===== src/rtl/out_feature_writer_if.sv =====
// Bundle between the convolution controller and the output feature writer:
// accumulator sums in, M9K write port and progress status out.
interface out_feature_writer_if #(
  parameter int DATA_WIDTH = 16,
  parameter int ACC_WIDTH  = 36,
  parameter int LANES      = 4,
  parameter int ADDR_WIDTH = 7
);

  logic                          start;
  logic                          accum_sload;
  logic [LANES*ACC_WIDTH-1:0]    accum_result_all;

  logic                          out_feature_wren;
  logic [ADDR_WIDTH-1:0]         out_feature_addr;
  logic [LANES*DATA_WIDTH-1:0]   out_feature_data_all;
  logic [ADDR_WIDTH:0]           write_count;
  logic                          write_done;

  // Controller / producer side
  modport master (
    output start,
    output accum_sload,
    output accum_result_all,
    input  out_feature_wren,
    input  out_feature_addr,
    input  out_feature_data_all,
    input  write_count,
    input  write_done
  );

  // Writer side
  modport slave (
    input  start,
    input  accum_sload,
    input  accum_result_all,
    output out_feature_wren,
    output out_feature_addr,
    output out_feature_data_all,
    output write_count,
    output write_done
  );

endinterface


===== src/rtl/out_feature_writer.sv =====
// Output feature writer: captures each finished accumulator sum, quantizes
// every lane to DATA_WIDTH with saturation, and writes one word per address
// into the output feature M9K until TOTAL addresses have been filled.
//
//   state | meaning
//   IDLE  | waiting for start from the conv controller
//   SKIP  | first sload carries no valid sum; drop it
//   RUN   | every sload captures a sum and writes it the next cycle
//   DONE  | all TOTAL words written; sloads ignored until reset
module out_feature_writer #(
  parameter int DATA_WIDTH        = 16,
  parameter int ACC_WIDTH         = 36,
  parameter int LANES             = 4,
  parameter int FRAC_SHIFT        = 8,
  parameter int OUT_FEATURE_WIDTH = 8,
  parameter int NUM_ONEMULT       = 2,
  parameter int ADDR_WIDTH        = 7
) (
  input  logic                clock_i,
  input  logic                reset_i,
  out_feature_writer_if.slave bus
);

  localparam int TOTAL = OUT_FEATURE_WIDTH * OUT_FEATURE_WIDTH * NUM_ONEMULT;

  localparam logic [ADDR_WIDTH-1:0] LAST_ADDR = ADDR_WIDTH'(TOTAL - 1);

  // Saturation bounds expressed at accumulator width so the compare is exact.
  localparam logic signed [ACC_WIDTH-1:0] Q_MAX =
    ACC_WIDTH'((64'sd1 <<< (DATA_WIDTH - 1)) - 64'sd1);
  localparam logic signed [ACC_WIDTH-1:0] Q_MIN =
    ACC_WIDTH'(-(64'sd1 <<< (DATA_WIDTH - 1)));

  typedef enum logic [1:0] {
    S_IDLE = 2'd0,
    S_SKIP = 2'd1,
    S_RUN  = 2'd2,
    S_DONE = 2'd3
  } state_t;

  state_t                      state_q, state_d;

  logic                        wren_q;
  logic [ADDR_WIDTH-1:0]       addr_q;
  logic [ADDR_WIDTH:0]         count_q;
  logic                        done_q;
  logic [LANES*DATA_WIDTH-1:0] data_q;

  logic                        capture_en;
  logic                        last_write;
  logic [LANES*DATA_WIDTH-1:0] quant_all;

  // Arithmetic shift then clamp into the signed DATA_WIDTH range.
  function automatic logic [DATA_WIDTH-1:0] quantize(input logic [ACC_WIDTH-1:0] res);
    logic signed [ACC_WIDTH-1:0] v;
    v = $signed(res) >>> FRAC_SHIFT;
    if (v > Q_MAX) begin
      return Q_MAX[DATA_WIDTH-1:0];
    end else if (v < Q_MIN) begin
      return Q_MIN[DATA_WIDTH-1:0];
    end else begin
      return v[DATA_WIDTH-1:0];
    end
  endfunction

  // Per-lane quantization of the incoming sums, ready to be captured.
  always_comb begin
    quant_all = '0;
    for (int i = 0; i < LANES; i++) begin
      quant_all[i*DATA_WIDTH +: DATA_WIDTH] =
        quantize(bus.accum_result_all[i*ACC_WIDTH +: ACC_WIDTH]);
    end
  end

  // State register.
  always_ff @(posedge clock_i or posedge reset_i) begin
    if (reset_i) begin
      state_q <= S_IDLE;
    end else begin
      state_q <= state_d;
    end
  end

  // Next-state logic; start dropping later never aborts, only reset does.
  always_comb begin
    state_d = state_q;
    case (state_q)
      S_IDLE:  if (bus.start)       state_d = S_SKIP;
      S_SKIP:  if (bus.accum_sload) state_d = S_RUN;
      S_RUN:   if (last_write)      state_d = S_DONE;
      S_DONE:  state_d = S_DONE;
      default: state_d = S_IDLE;
    endcase
  end

  // Output decode: the final write cycle blocks any coincident capture so
  // nothing is lost past the last address.
  always_comb begin
    last_write = wren_q && (addr_q == LAST_ADDR);
    capture_en = (state_q == S_RUN) && bus.accum_sload && !last_write;
  end

  // Capture, write strobe, address/count progression and completion flag.
  always_ff @(posedge clock_i or posedge reset_i) begin
    if (reset_i) begin
      wren_q  <= 1'b0;
      addr_q  <= '0;
      count_q <= '0;
      done_q  <= 1'b0;
      data_q  <= '0;
    end else begin
      wren_q <= capture_en;
      if (capture_en) begin
        data_q <= quant_all;
      end
      if (wren_q) begin
        count_q <= count_q + 1'b1;
        if (addr_q != LAST_ADDR) begin
          addr_q <= addr_q + 1'b1;
        end
      end
      if (last_write) begin
        done_q <= 1'b1;
      end
    end
  end

  assign bus.out_feature_wren     = wren_q;
  assign bus.out_feature_addr     = addr_q;
  assign bus.out_feature_data_all = data_q;
  assign bus.write_count          = count_q;
  assign bus.write_done           = done_q;

endmodule


===== src/flat_wrapper.sv =====
// flat-port wrapper written by rule: the top's interface ports become plain ports
module out_feature_writer_flat 
#(
  parameter int DATA_WIDTH        = 16,
  parameter int ACC_WIDTH         = 36,
  parameter int LANES             = 4,
  parameter int FRAC_SHIFT        = 8,
  parameter int OUT_FEATURE_WIDTH = 8,
  parameter int NUM_ONEMULT       = 2,
  parameter int ADDR_WIDTH        = 7
)
  (clock_i, reset_i, bus_start, bus_accum_sload, bus_accum_result_all, bus_out_feature_wren, bus_out_feature_addr, bus_out_feature_data_all, bus_write_count, bus_write_done);
  out_feature_writer_if #(.DATA_WIDTH(DATA_WIDTH), .ACC_WIDTH(ACC_WIDTH), .LANES(LANES), .ADDR_WIDTH(ADDR_WIDTH)) bus_i ();
  input  logic clock_i;
  input  logic reset_i;
  input wire logic [$bits(bus_i.start)-1:0] bus_start;
  input wire logic [$bits(bus_i.accum_sload)-1:0] bus_accum_sload;
  input wire logic [$bits(bus_i.accum_result_all)-1:0] bus_accum_result_all;
  output wire logic [$bits(bus_i.out_feature_wren)-1:0] bus_out_feature_wren;
  output wire logic [$bits(bus_i.out_feature_addr)-1:0] bus_out_feature_addr;
  output wire logic [$bits(bus_i.out_feature_data_all)-1:0] bus_out_feature_data_all;
  output wire logic [$bits(bus_i.write_count)-1:0] bus_write_count;
  output wire logic [$bits(bus_i.write_done)-1:0] bus_write_done;
  assign bus_i.start = bus_start;
  assign bus_i.accum_sload = bus_accum_sload;
  assign bus_i.accum_result_all = bus_accum_result_all;
  assign bus_out_feature_wren = bus_i.out_feature_wren;
  assign bus_out_feature_addr = bus_i.out_feature_addr;
  assign bus_out_feature_data_all = bus_i.out_feature_data_all;
  assign bus_write_count = bus_i.write_count;
  assign bus_write_done = bus_i.write_done;
  out_feature_writer #(.DATA_WIDTH(DATA_WIDTH), .ACC_WIDTH(ACC_WIDTH), .LANES(LANES), .FRAC_SHIFT(FRAC_SHIFT), .OUT_FEATURE_WIDTH(OUT_FEATURE_WIDTH), .NUM_ONEMULT(NUM_ONEMULT), .ADDR_WIDTH(ADDR_WIDTH)) u_core (.clock_i(clock_i), .reset_i(reset_i), .bus(bus_i));
endmodule

===== config.mk =====
export PLATFORM = sky130hd
export DESIGN_NAME = out_feature_writer_flat
export DESIGN_NICKNAME = d
export VERILOG_FILES = /design/src/rtl/out_feature_writer_if.sv /design/src/rtl/out_feature_writer.sv /design/src/flat_wrapper.sv
export SDC_FILE = /design/constraint.sdc
export NUM_CORES = 1
export LEC_CHECK = 0
export ABC_AREA = 1
export CAP_MARGIN = 20
export CORE_UTILIZATION = 23
export DETAILED_ROUTE_END_ITERATION = 10
export HOLD_SLACK_MARGIN = 0.1
export SLEW_MARGIN = 30
export SYNTH_ARGS = -nofsm -noshare
export SYNTH_HDL_FRONTEND = slang
export SYNTH_SLANG_ARGS = --single-unit

===== constraint.sdc =====
create_clock -name clock_i -period 3.9 [get_ports clock_i]
set_input_delay 0.78 -clock clock_i [delete_from_list [all_inputs] [get_ports clock_i]]
set_output_delay 0.78 -clock clock_i [all_outputs]
set_load 0.02 [all_outputs]

## Word-level counts from Yosys, hierarchy flattened

Index checks and enable logic that the tools add are counted.

| word-level totals | value |
|---|---|
| output and inout bits | 81 |
| bits of input ports | 148 |
| register bits | 83 |

| cells by class | value |
|---|---|
| order comparisons | 8 |
| multiplexer cells | 12 |
| $add $sub $neg | 2 |
| equality and inequality tests | 8 |
| reductions and logical operators | 7 |

Operators by type and width:

| operator | number |
|---|---|
| 2-to-1 mux 16 bit | 8 |
| > comparator 28 x 16 -> 1 bit (second input constant) | 4 |
| less-than comparator 28 x 16 -> 1 bit (second input constant) | 4 |
| adder 8 x 1 -> 8 bit (second input constant) | 1 |
| case mux 2 bit (4 select lines) | 1 |
| adder 7 x 1 -> 7 bit (second input constant) | 1 |
| equality test 7 bit (second input constant) | 1 |
| != test 7 bit (second input constant) | 1 |
| 2-to-1 mux 2 bit | 3 |
| equality test 2 bit (second input constant) | 2 |
| != test 2 bit (second input constant) | 2 |
| logical AND 1 bit | 3 |
| AND reduction 3 bit | 1 |
| equality test 2 x 1 -> 1 bit (second input constant) | 1 |
| logical NOT 2 bit | 1 |
| != test 2 x 1 -> 1 bit (second input constant) | 1 |
| AND reduction 2 bit | 1 |
| logical NOT 1 bit | 1 |

## Logic depth before layout (Yosys ltp)

| logic depth | value |
|---|---|
| word-level depth | 4 |
| mapped depth | 9 |

## Worst setup path after synthesis

OpenSTA, ideal clock, no wires.

| timing path | value |
|---|---|
| kind | in2reg |
| start | input bus_accum_result_all[31] |
| end | register u_core.data_q[0] (netlist: u_core.bus.out_feature_data_all[0]) |
| data required time | 3783 ps |
| cell stages on the path | 9 |
| slack | 2166 ps |
| arrival time | 1618 ps |
| library setup time | 117 ps |
| cells stage by stage | nor2_1 > nand2_1 > nor2_1 > nand2_1 > nand2_1 > clkbuf_1 > nand2_1 > nand2_1 > nand2_1 |

| between the ends | value |
|---|---|
| cells in the longest elaborated chain, start to end | 3 |
| elaborated cells between the ends (all ways) | 4 |
| those cells by class | order compare (2); mux (2) |

Ends and longest elaborated chain:

| element | RTL line | text |
|---|---|---|
| start: declaration | flat_wrapper.sv:18 | `input wire logic [$bits(bus_i.accum_result_all)-1:0] bus_accum_result_all;` |
| less-than comparator 28 x 16 -> 1 bit | out_feature_writer.sv:59 | `end else if (v < Q_MIN) begin` |
| 2-to-1 mux 16 bit | out_feature_writer.sv:59 |  |
| 2-to-1 mux 16 bit * | out_feature_writer.sv:57 | `if (v > Q_MAX) begin` |
| end signal: assignment | out_feature_writer.sv:114 | `data_q <= quant_all;` |
| end: declaration | out_feature_writer.sv:47 | `logic [LANES*DATA_WIDTH-1:0] data_q;` |

Every way passes the cells marked *; elsewhere a longest branch is shown, timed or not.
A chain may end at the register's enable or synchronous reset.

## Worst setup path in the final report

| timing path | value |
|---|---|
| start | register u_core.wren_q (netlist: u_core.bus.out_feature_wren) |
| end | output bus_out_feature_wren |

RTL lines:

| element | RTL line | text |
|---|---|---|
| start: declaration | out_feature_writer.sv:43 | `logic wren_q;` |
| start signal: assignment | out_feature_writer.sv:112 | `wren_q <= capture_en;` |
| end: declaration | flat_wrapper.sv:19 | `output wire logic [$bits(bus_i.out_feature_wren)-1:0] bus_out_feature_wren;` |

No word-level cell between the ends.

==> results.py <==
metrics = {
    "worst_setup_path": {
        "cp.arrival_ps": 1550,
        "crit_chain": "clkdlybuf4s50_1",
        "worstSetupEndpointType": "output pin",
        "crit_type": "reg -> out",
        "crit_fanout": 9,
        "r2r_cells": 7,
        "slowest_delay_ps": 690,
        "rr_endpoint": "u_core.bus.out_feature_data_all[15]$_DFFE_PP0P_",
        "worstPathRequired_ps": 3120,
        "path_depth": 1,
        "crit_family": "buffers and inverters",
        "slowest_stage": "clkdlybuf4s50_1",
        "r2r_start": "u_core.bus.out_feature_addr[0]$_DFFE_PP0P_",
        "reg2reg_slack_ps": 1760,
        "cp-startpoint": "u_core.bus.out_feature_wren$_DFF_PP0_",
        "crit_end": "bus_out_feature_wren",
        "critPathLaunchType": "register",
        "crit_buf_inv": 1,
    },
    "clock_network": {
        "cts_resized": 0,
        "cts_buffer_depth": 2,
        "tritoncts": "yes",
        "clk_latency_ps": 340,
        "clkSinkCount": 83,
        "cts-root-buf": "clkbuf_16",
        "post-cts-setup-buffer-count": 0,
        "htreeDepth": 3,
        "cts_hold_buf": 0,
        "clk_pin_slew_worst_paths_ps": 60,
        "numCtsBuffers": 9,
    },
    "power": {
        "irDropWorstVdd_mv": 0.1816,
        "leakagePower_nw": 3.274,
        "power.density_nw_per_um2": 290.0,
    },
    "yosys": {
        "yosys_register_bits": 83,
        "ys_seq_area_share_pct": 50.11,
        "syn-cell-area_um2": 4145,
        "yosysUniqueCellTypes": 22,
        "yosys_warnings": 0,
        "synth_cells": 588,
        "synth_edf_count": 0,
        "syn_nets": 738,
        "syn_avg_cell_area_um2": 7.050,
        "ys.flop_type": "dfrtp_1",
        "ys_async_sr_fraction_pct": 100.0,
    },
    "cells_and_area": {
        "antennaDiodeCount": 0,
        "fill_cells": 1827,
        "finalNetCount": 926,
        "area.growth.synth_to_final_pct": 59.13,
        "utilization_pct": 37.74,
        "final_cell_mix": "nand2_1, clkdlybuf4s50_1, dfrtp_1",
        "layout_commonest_cell": "nand2_1",
        "drive_gt1_share_pct": 2.824,
    },
    "floorplan": {
        "die_x_um": 136.3,
        "dieHeight_um": 136.3,
        "die_area_um2": 18560,
        "io_pins": 229,
        "core_area_um2": 17480,
        "rows": 48,
        "initial_core_util_pct": 23.72,
    },
    "drt": {
        "drcViolationCount": 0,
        "wl_met1_um": 5425,
        "wl_per_cell_um": 12.52,
        "drt-total-wl_um": 12570,
        "drtAntennaViolNets": 0,
        "wl_met2_um": 5945,
        "drt-initial-drc-count": 168,
        "route.met3.wl_um": 1039,
        "vias": 4129,
        "top_layer": "met4",
        "dr.pass1.iters": 4,
        "viasPerCell": 4.113,
    },
    "grt": {
        "antenna_found_initial": 0,
        "grt_usage_pct": 14.40,
        "overflow": 0,
        "grt_pass1_vias": 4053,
        "grt_max_degree": 69,
        "grt_first_pass_wirelength_um": 20620,
    },
    "placed_design": {
        "port_buffers": 196,
        "hpwl_um": 9086,
        "place.gp.congestion": 0.7875,
    },
    "timing": {
        "skew_ps": 6.697,
        "worst_pin_slew_ps": 770.2,
        "slew_headroom_pct": 48.65,
        "hold_violations": 0,
        "setup_tns_ps": 0,
        "grt_setup_unrepaired": "no",
        "slew_viol_final": 0,
        "fin_crit_ps": 2328,
        "period_share_pct": 59.69,
        "setup_viol": 0,
        "fmax_mhz": 429.6,
    },
    "outcome": {
        "outcome": "complete, no violations",
    },
    "hold_path": {
        "hold_path.class": "reg -> reg",
    },
    "run": {
        "maxCapViolCount": 0,
    },
}
==> metal layers <==
metal | global-route usage [%] | vias to the layer above
li1 | - | 2145
met1 | 16.79 | 1833
met2 | 24.65 | 140
met3 | 4.549 | 11
met4 | 5.123 | 0
met5 | 0 | -
==> where the power goes <==
group          switching (mW)  internal (mW)
Sequential                  0          0.861
Clock                   0.335          0.505
Combinational          0.0862          0.126
Total                   0.421           1.49
==> synth_stat cells, types with 2 or more instances <==
| master | count | share of area, % |
|---|---|---|
| ha_1 | 2 | 0.60 |
| buf_2 | 15 | 1.8 |
| nand2_2 | 3 | 0.45 |
| buf_6 | 3 | 0.81 |
| nand3_1 | 9 | 1.1 |
| nand4_1 | 2 | 0.30 |
| inv_1 | 21 | 1.9 |
| xor2_1 | 9 | 1.9 |
| dfrtp_1 | 83 | 50 |
| nor2_1 | 46 | 4.2 |
| and2_0 | 4 | 0.60 |
| nand2_1 | 373 | 34 |
| clkbuf_1 | 4 | 0.36 |
| o21ai_0 | 6 | 0.72 |
==> area by class of cell <==
class	instances	area, µm²	share of cell area (%)
Clock inverter	3	40.04	0.6070
Tap cell	225	281.5	4.268
Inverter	22	83.83	1.271
Clock buffer	11	242.7	3.680
Multi-Input combinational cell	461	1862	28.22
Timing Repair Buffer	199	2009	30.46
Sequential cell	83	2077	31.49
==> how the worst min path moves through the flow <==
stage | startpoint | end | slack (ps) | cells after the start
detailed placement | u_core.bus.write_done$_DFFE_PP0P_ | u_core.bus.write_done$_DFFE_PP0P_ | 450 | 2
finish | u_core.bus.write_done$_DFFE_PP0P_ | u_core.bus.write_done$_DFFE_PP0P_ | 460 | 2
CTS | u_core.bus.write_done$_DFFE_PP0P_ | u_core.bus.write_done$_DFFE_PP0P_ | 470 | 2
global route | u_core.bus.out_feature_data_all[55]$_DFFE_PP0P_ | u_core.bus.out_feature_data_all[55]$_DFFE_PP0P_ | 490 | 2
floorplan | u_core.state_q[1]$_DFFE_PP0P_ | u_core.state_q[1]$_DFFE_PP0P_ | 450 | 2
global placement | u_core.bus.write_done$_DFFE_PP0P_ | u_core.bus.write_done$_DFFE_PP0P_ | 450 | 2
==> sequential cells by signal, summed over array words and instances, names as in the netlist <==
register and flops:
u_core.bus.write_done 1, u_core.state_q 2, u_core.bus.out_feature_data_all 64, u_core.bus.out_feature_addr 7, u_core.bus.out_feature_wren 1, u_core.bus.write_count 8
==> metrics by stage <==
| step | hold slack [ps] | instance area [µm²] | instances | worst slack, ps | total power, mW |
|---|---|---|---|---|---|
| 2_1_floorplan | 450.5 | 4145 | 588 | 983.2 | 0.9491 |
| 3_3_place_gp | 446.2 | 6314 | 990 | 1441 | 1.091 |
| 3_5_place_dp | 451.8 | 6314 | 990 | 1423 | 1.092 |
| 4_1_cts | 467.3 | 6596 | 1004 | 1553 | 1.946 |
| 5_1_grt | 491.1 | 6596 | 1004 | 1520 | 1.998 |
| 6_report | 464.0 | 6596 | 1004 | 1572 | 1.913 |
==> cell families after synthesis <==
family                     count (synthesis)  synth area share, %
and+or+nand+nor                          441                41.08
DFF                                       83                50.11
xor gates and xnor gates                  10                2.113
adders and majority gates                  2               0.6036
AOI/OAI and AO/OA                          8                1.117
buffers and inverters                     44                4.980
Note: power is estimated with default switching activity, not from simulation.
==> RTL change 1 (same settings) <==
Reset style: synchronous (`reset_i`), changed in 2 clocked blocks.
--- a/src/rtl/out_feature_writer.sv
+++ b/src/rtl/out_feature_writer.sv
@@ -75,3 +75,3 @@
   // State register.
-  always_ff @(posedge clock_i or posedge reset_i) begin
+  always_ff @(posedge clock_i) begin
     if (reset_i) begin
@@ -103,3 +103,3 @@
   // Capture, write strobe, address/count progression and completion flag.
-  always_ff @(posedge clock_i or posedge reset_i) begin
+  always_ff @(posedge clock_i) begin
     if (reset_i) begin
Function: differs if reset_i is asserted again (counterexample within 4 cycles, from zero or initial values and one cycle with reset_i high); with reset_i held inactive, the same outputs for 10 cycles.
==> RTL change 1 against the unedited design <==
- design area up 0.28%
- synthesized area rose by 1.3%
- setup slack better by 0.038 ns
- routed wire length fell by 2.1%
- synthesized cell count rose by 15%
- core utilization shrank 0.79 points
- first-iteration DRC count fell by 6.0%
- combinational power increased by 77%
- via count increased by 8.0%
- final cell count grew 8.8%
- clock skew about the same
- power is 14% higher
- sequential cell count unchanged
- clock power rose by 7.5%
- critical endpoint is now u_core.bus.out_feature_data_all[28]
- largest power group is now clock
==> RTL change 1: results (changes against the unedited design) <==
Outcome
  • Run status: complete, no violations (unchanged)

Timing
  • Max Clock Freq: 436.7 MHz (was 429.6 MHz)
  • Worst-case hold slack: 0.4531 ns (was 0.4640 ns)
  • Final setup skew: 0.006401 ns (was 0.006697 ns)
  • Transition at the pin with the smallest max-transition slack: 0.9329 ns (was 0.7702 ns)

Route
  • Length of routed met3 wiring: 859 um (was 1039 um)
  • Number of vias per cell after detailed routing: 4.082 (was 4.113)
  • Number of violations reported at the end of detailed-routing iteration 0: 158 (was 168)
  • Met2 routed WL: 5850 um (was 5945 um)
  • Post-route met1 wirelength: 5382 um (was 5425 um)

Worst setup path
  • Data arrival time at the worst-slack endpoint: 2.52 ns (was 1.55 ns)
  • Longest individual stage delay on the worst path: 0.50 ns (was 0.69 ns)
  • Worst reg2reg path depth: 9 (was 7)
  • Critical Path Fanout Max: 33 (was 9)

GRT
  • Maximum number of pins on one net before global-route repair: 66 (was 69)
  • Met3 usage in global routing: 0.04407 (was 0.04549)
  • Total global routing track utilization: 0.1335 (was 0.1440)
  • Global-route met2 utilization: 0.2298 (was 0.2465)
  • First-pass GRT wire length: 19,620 um (was 20,620 um)
  • Number of global-route vias before repair: 4,104 (was 4,053)

Cells and area
  • Final non-filler cell total: 1,092 (was 1,004)
  • Fraction of final layout cells sized beyond drive strength 1: 0.02781 (was 0.02824)
  • Final-stage net count: 1,008 (was 926)

Placement
  • Routability congestion estimate from global placement: 0.7311 (was 0.7875)
  • Detailed-placement wirelength estimate: 8878 um (was 9086 um)
  • Placed inst area: 6304 um2 (was 6314 um2)
  • Post-Place Setup Slack: 1.222 ns (was 1.423 ns)

Logic synthesis
  • Async set-or-reset flop fraction in the synthesized netlist: 0 (was 1.000)
  • Synth top cells by count: 185 x sky130_fd_sc_hd__nand2_1, 141 x sky130_fd_sc_hd__inv_1, 83 x sky130_fd_sc_hd__dfxtp_1 (was 373 x sky130_fd_sc_hd__nand2_1, 83 x sky130_fd_sc_hd__dfrtp_1, 46 x sky130_fd_sc_hd__nor2_1)
  • Post-Syn Instances: 677 (was 588)
  • Post-Synthesis Net Count: 827 (was 738)
  • Post-synthesis cell type count: 21 (was 22)
  • Share of the yosys chip area belonging to registers: 0.3958 (was 0.5011)

Pwr
  • Leakage power total: 2.853 nW (was 3.274 nW)
  • Max IR drop VDD: 184.0 uV (was 181.6 uV)
## RTL change 1: cell count changes in the layout (fill, tap and decap cells not counted), moves of 9 or more
cell | before | now
sky130_fd_sc_hd__a21oi_1 | 0 | 68
sky130_fd_sc_hd__dfrtp_1 | 83 | 0
sky130_fd_sc_hd__dfxtp_1 | 0 | 83
sky130_fd_sc_hd__inv_1 | 20 | 141
sky130_fd_sc_hd__nand2_1 | 373 | 185
sky130_fd_sc_hd__nand3_1 | 9 | 71
sky130_fd_sc_hd__nor2_1 | 46 | 66
sky130_fd_sc_hd__xor2_1 | 9 | 0
## RTL change 1: kinds of logic (layout without fill, tap and decap cells)
group                    Yosys count  in the layout  share of synthesized area
flip-flops                        83             83                     0.3958
buffers and inverters            172            358                     0.1669
AO/OA/AOI/OAI                     82             82                    0.09985
adder cells (fa/ha/maj)            2              2                   0.005960
XOR/XNOR                           1              1                   0.002087
AND/OR/NAND/NOR                  337            337                     0.3294
## RTL change 1: path summary, 6_finish.rpt
kind / start / endpoint
worst min register to register: u_core.bus.write_done / u_core.bus.write_done
worst min-delay path: u_core.bus.write_done / u_core.bus.write_done
worst max register to register: u_core.bus.out_feature_addr[0] / u_core.bus.out_feature_data_all[28]
worst max-delay path: bus_accum_sload / u_core.bus.out_feature_data_all[28]
## RTL change 1: power breakdown
group	switching, mW	internal, mW	leakage (nW)	total [mW]
clock	0.340	0.562	0.143	0.902
combinational	0.178	0.199	2.04	0.376
sequential	0.0176	0.882	0.673	0.900
total	0.536	1.64	2.85	2.18
## RTL change 1: cell type report
type	count	area (um2)	area share
Timing Repair Buffer	200	1987	0.3004
Multi-Input combinational cell	422	1836	0.2775
Sequential cell	83	1662	0.2512
Inverter	142	533.0	0.08058
Tap cell	229	286.5	0.04331
Clock buffer	12	236.5	0.03575
Clock inverter	4	75.07	0.01135
==> RTL change 2 (config.mk and constraints unchanged) <==
Made on the original files. `FRAC_SHIFT` is set to 8 in 2 places; all go to 6.
--- a/src/rtl/out_feature_writer.sv
+++ b/src/rtl/out_feature_writer.sv
@@ -13,3 +13,3 @@
   parameter int LANES             = 4,
-  parameter int FRAC_SHIFT        = 8,
+  parameter int FRAC_SHIFT        = 6,
   parameter int OUT_FEATURE_WIDTH = 8,
--- a/src/flat_wrapper.sv
+++ b/src/flat_wrapper.sv
@@ -6,3 +6,3 @@
   parameter int LANES             = 4,
-  parameter int FRAC_SHIFT        = 8,
+  parameter int FRAC_SHIFT        = 6,
   parameter int OUT_FEATURE_WIDTH = 8,
Behaviour: not the same (a bounded check fails within 4 cycles, from zero or initial values and one cycle with reset_i high).
==> RTL change 2 against the unedited design <==
- design area rose by 2.6%
- worst hold slack improved by 0.015 ns
- sequential cell count did not move
- setup slack got worse by 0.18 ns
- synthesized area rose by 0.78%
- routed wire length fell by 3.2%
- sequential share of layout area fell by 0.80 points
- highest routed layer unchanged
Power is not compared: it rests on default switching activity, and its combinational part moved more than twofold at a synthesized area within 25%.
==> RTL change 2: results (changes against the unedited design) <==
Cells and area
  • Final non-filler cell total: 999 (was 1,004)
  • Final design instance area without fill: 6768 um2 (was 6596 um2)
  • Count of filler cells inserted in the layout: 1,856 (was 1,827)
  • Fraction of final layout cells sized beyond drive strength 1: 0.05556 (was 0.02824)
  • Final-stage net count: 919 (was 926)

Worst setup path
  • Launch point of the worst path: bus_accum_sload (was u_core.bus.out_feature_wren)
  • Register-to-Register Setup Slack: 1.60 ns (was 1.76 ns)
  • Destination of the critical timing path: u_core.bus.out_feature_data_all[3] (was bus_out_feature_wren)
  • Critical path's top delay family: compound AO/OA/AOI/OAI gates (was buffers and inverters)
  • Standard cell with the maximum stage delay on the critical path: sky130_fd_sc_hd__a21oi_2 (was sky130_fd_sc_hd__clkdlybuf4s50_1)
  • Data arrival time at the worst-slack endpoint: 2.69 ns (was 1.55 ns)

Placement
  • Post-Place Setup Slack: 1.017 ns (was 1.423 ns)
  • Routability congestion estimate from global placement: 0.7878 (was 0.7875)
  • DP Cell Count: 983 (was 990)
  • Count of buffers from port buffering: 204 (was 196)
  • Detailed-placement wirelength estimate: 9086 um (about the same)

Timing
  • Worst-case hold slack: 0.4790 ns (was 0.4640 ns)
  • Final setup skew: 0.004966 ns (was 0.006697 ns)
  • Tcrit/Tclk final: 0.6441 (was 0.5969)

GRT
  • Maximum number of pins on one net before global-route repair: 43 (was 69)
  • First-pass GRT wire length: 19,500 um (was 20,620 um)

Route
  • Number of violations reported at the end of detailed-routing iteration 0: 103 (was 168)
  • Final routed wire length divided by cell count: 12.18 um (was 12.52 um)

Logic synthesis
  • Share of the yosys chip area belonging to registers: 0.4972 (was 0.5011)
  • Post-Synthesis Net Count: 718 (was 738)
  • Adder-cell share of the synthesized area: 0.005990 (was 0.006037)
  • Post-synthesis cell type count: 29 (was 22)
  • Ranking of synthesized cells by area: sky130_fd_sc_hd__dfrtp_1 50%, sky130_fd_sc_hd__nand2_1 26%, sky130_fd_sc_hd__inv_1 4.8%, sky130_fd_sc_hd__nor2_1 4.2%, sky130_fd_sc_hd__nor2_2 2.1% (was sky130_fd_sc_hd__dfrtp_1 50%, sky130_fd_sc_hd__nand2_1 34%, sky130_fd_sc_hd__nor2_1 4.2%, sky130_fd_sc_hd__inv_1 1.9%, sky130_fd_sc_hd__xor2_1 1.9%)
  • Xor/xnor share of the synthesized area: 0.02306 (was 0.02113)

Worst hold path
  • Worst Hold End: u_core.bus.out_feature_data_all[28] (was u_core.bus.write_done)
  • Start point of the worst hold path: u_core.bus.out_feature_data_all[28] (was u_core.bus.write_done)
  • Hold crit path type: flop to flop (unchanged)

Outcome
  • Run status: complete, no violations (unchanged)

Clock tree
  • Maximum clock insertion buffer count: 2 (unchanged)
  • Clock insertion delay at the later pin of the skew report: 0.34 ns (about the same)
## RTL change 2: cell count changes in the layout (fill, tap and decap cells not counted), moves of 4 or more
cell,delta
sky130_fd_sc_hd__clkdlybuf4s50_1,+8
sky130_fd_sc_hd__nand2_1,-79
sky130_fd_sc_hd__a21oi_1,+15
sky130_fd_sc_hd__xnor2_1,+4
sky130_fd_sc_hd__and2_0,-4
sky130_fd_sc_hd__nor2_2,+14
sky130_fd_sc_hd__inv_1,+32
sky130_fd_sc_hd__nand3_1,-4
## RTL change 2: kinds of logic (layout without fill, tap and decap cells)
family                     Yosys count  after routing
buffers and inverters               72            278
and+or+nand+nor                    373            373
adders and majority gates            2              2
xor gates and xnor gates            11             11
AOI/OAI and AO/OA                   27             27
DFF                                 83             83
## RTL change 2: worst min-delay path, delay by kind of cell, from the launching register on
kind             cells  cell delay [ns]
AND/OR/NAND/NOR      2             0.10
flip-flops           1             0.34
## RTL change 2: layout make-up
| type | count | area share |
|---|---|---|
| Tap cell | 225 | 0.04160 |
| Sequential cell | 83 | 0.3069 |
| Clock buffer | 10 | 0.03383 |
| Clock inverter | 6 | 0.02034 |
| Timing Repair Buffer | 207 | 0.3050 |
| Inverter | 55 | 0.03124 |
| Multi-Input combinational cell | 413 | 0.2610 |
## RTL change 2: power breakdown
group / switching (mW) / internal [mW]
logic: 0.408 / 0.419
clock network: 0.356 / 0.693
registers: 0.118 / 0.986
total: 0.882 / 2.10
## RTL change 2: metal layers
metal	vias up	GRT usage	wire length [um]
met4	0	0.05617	280
met5	-	0	0
met3	18	0.04444	753
li1	2106	-	-
met2	109	0.2219	5740
met1	1774	0.1644	5396
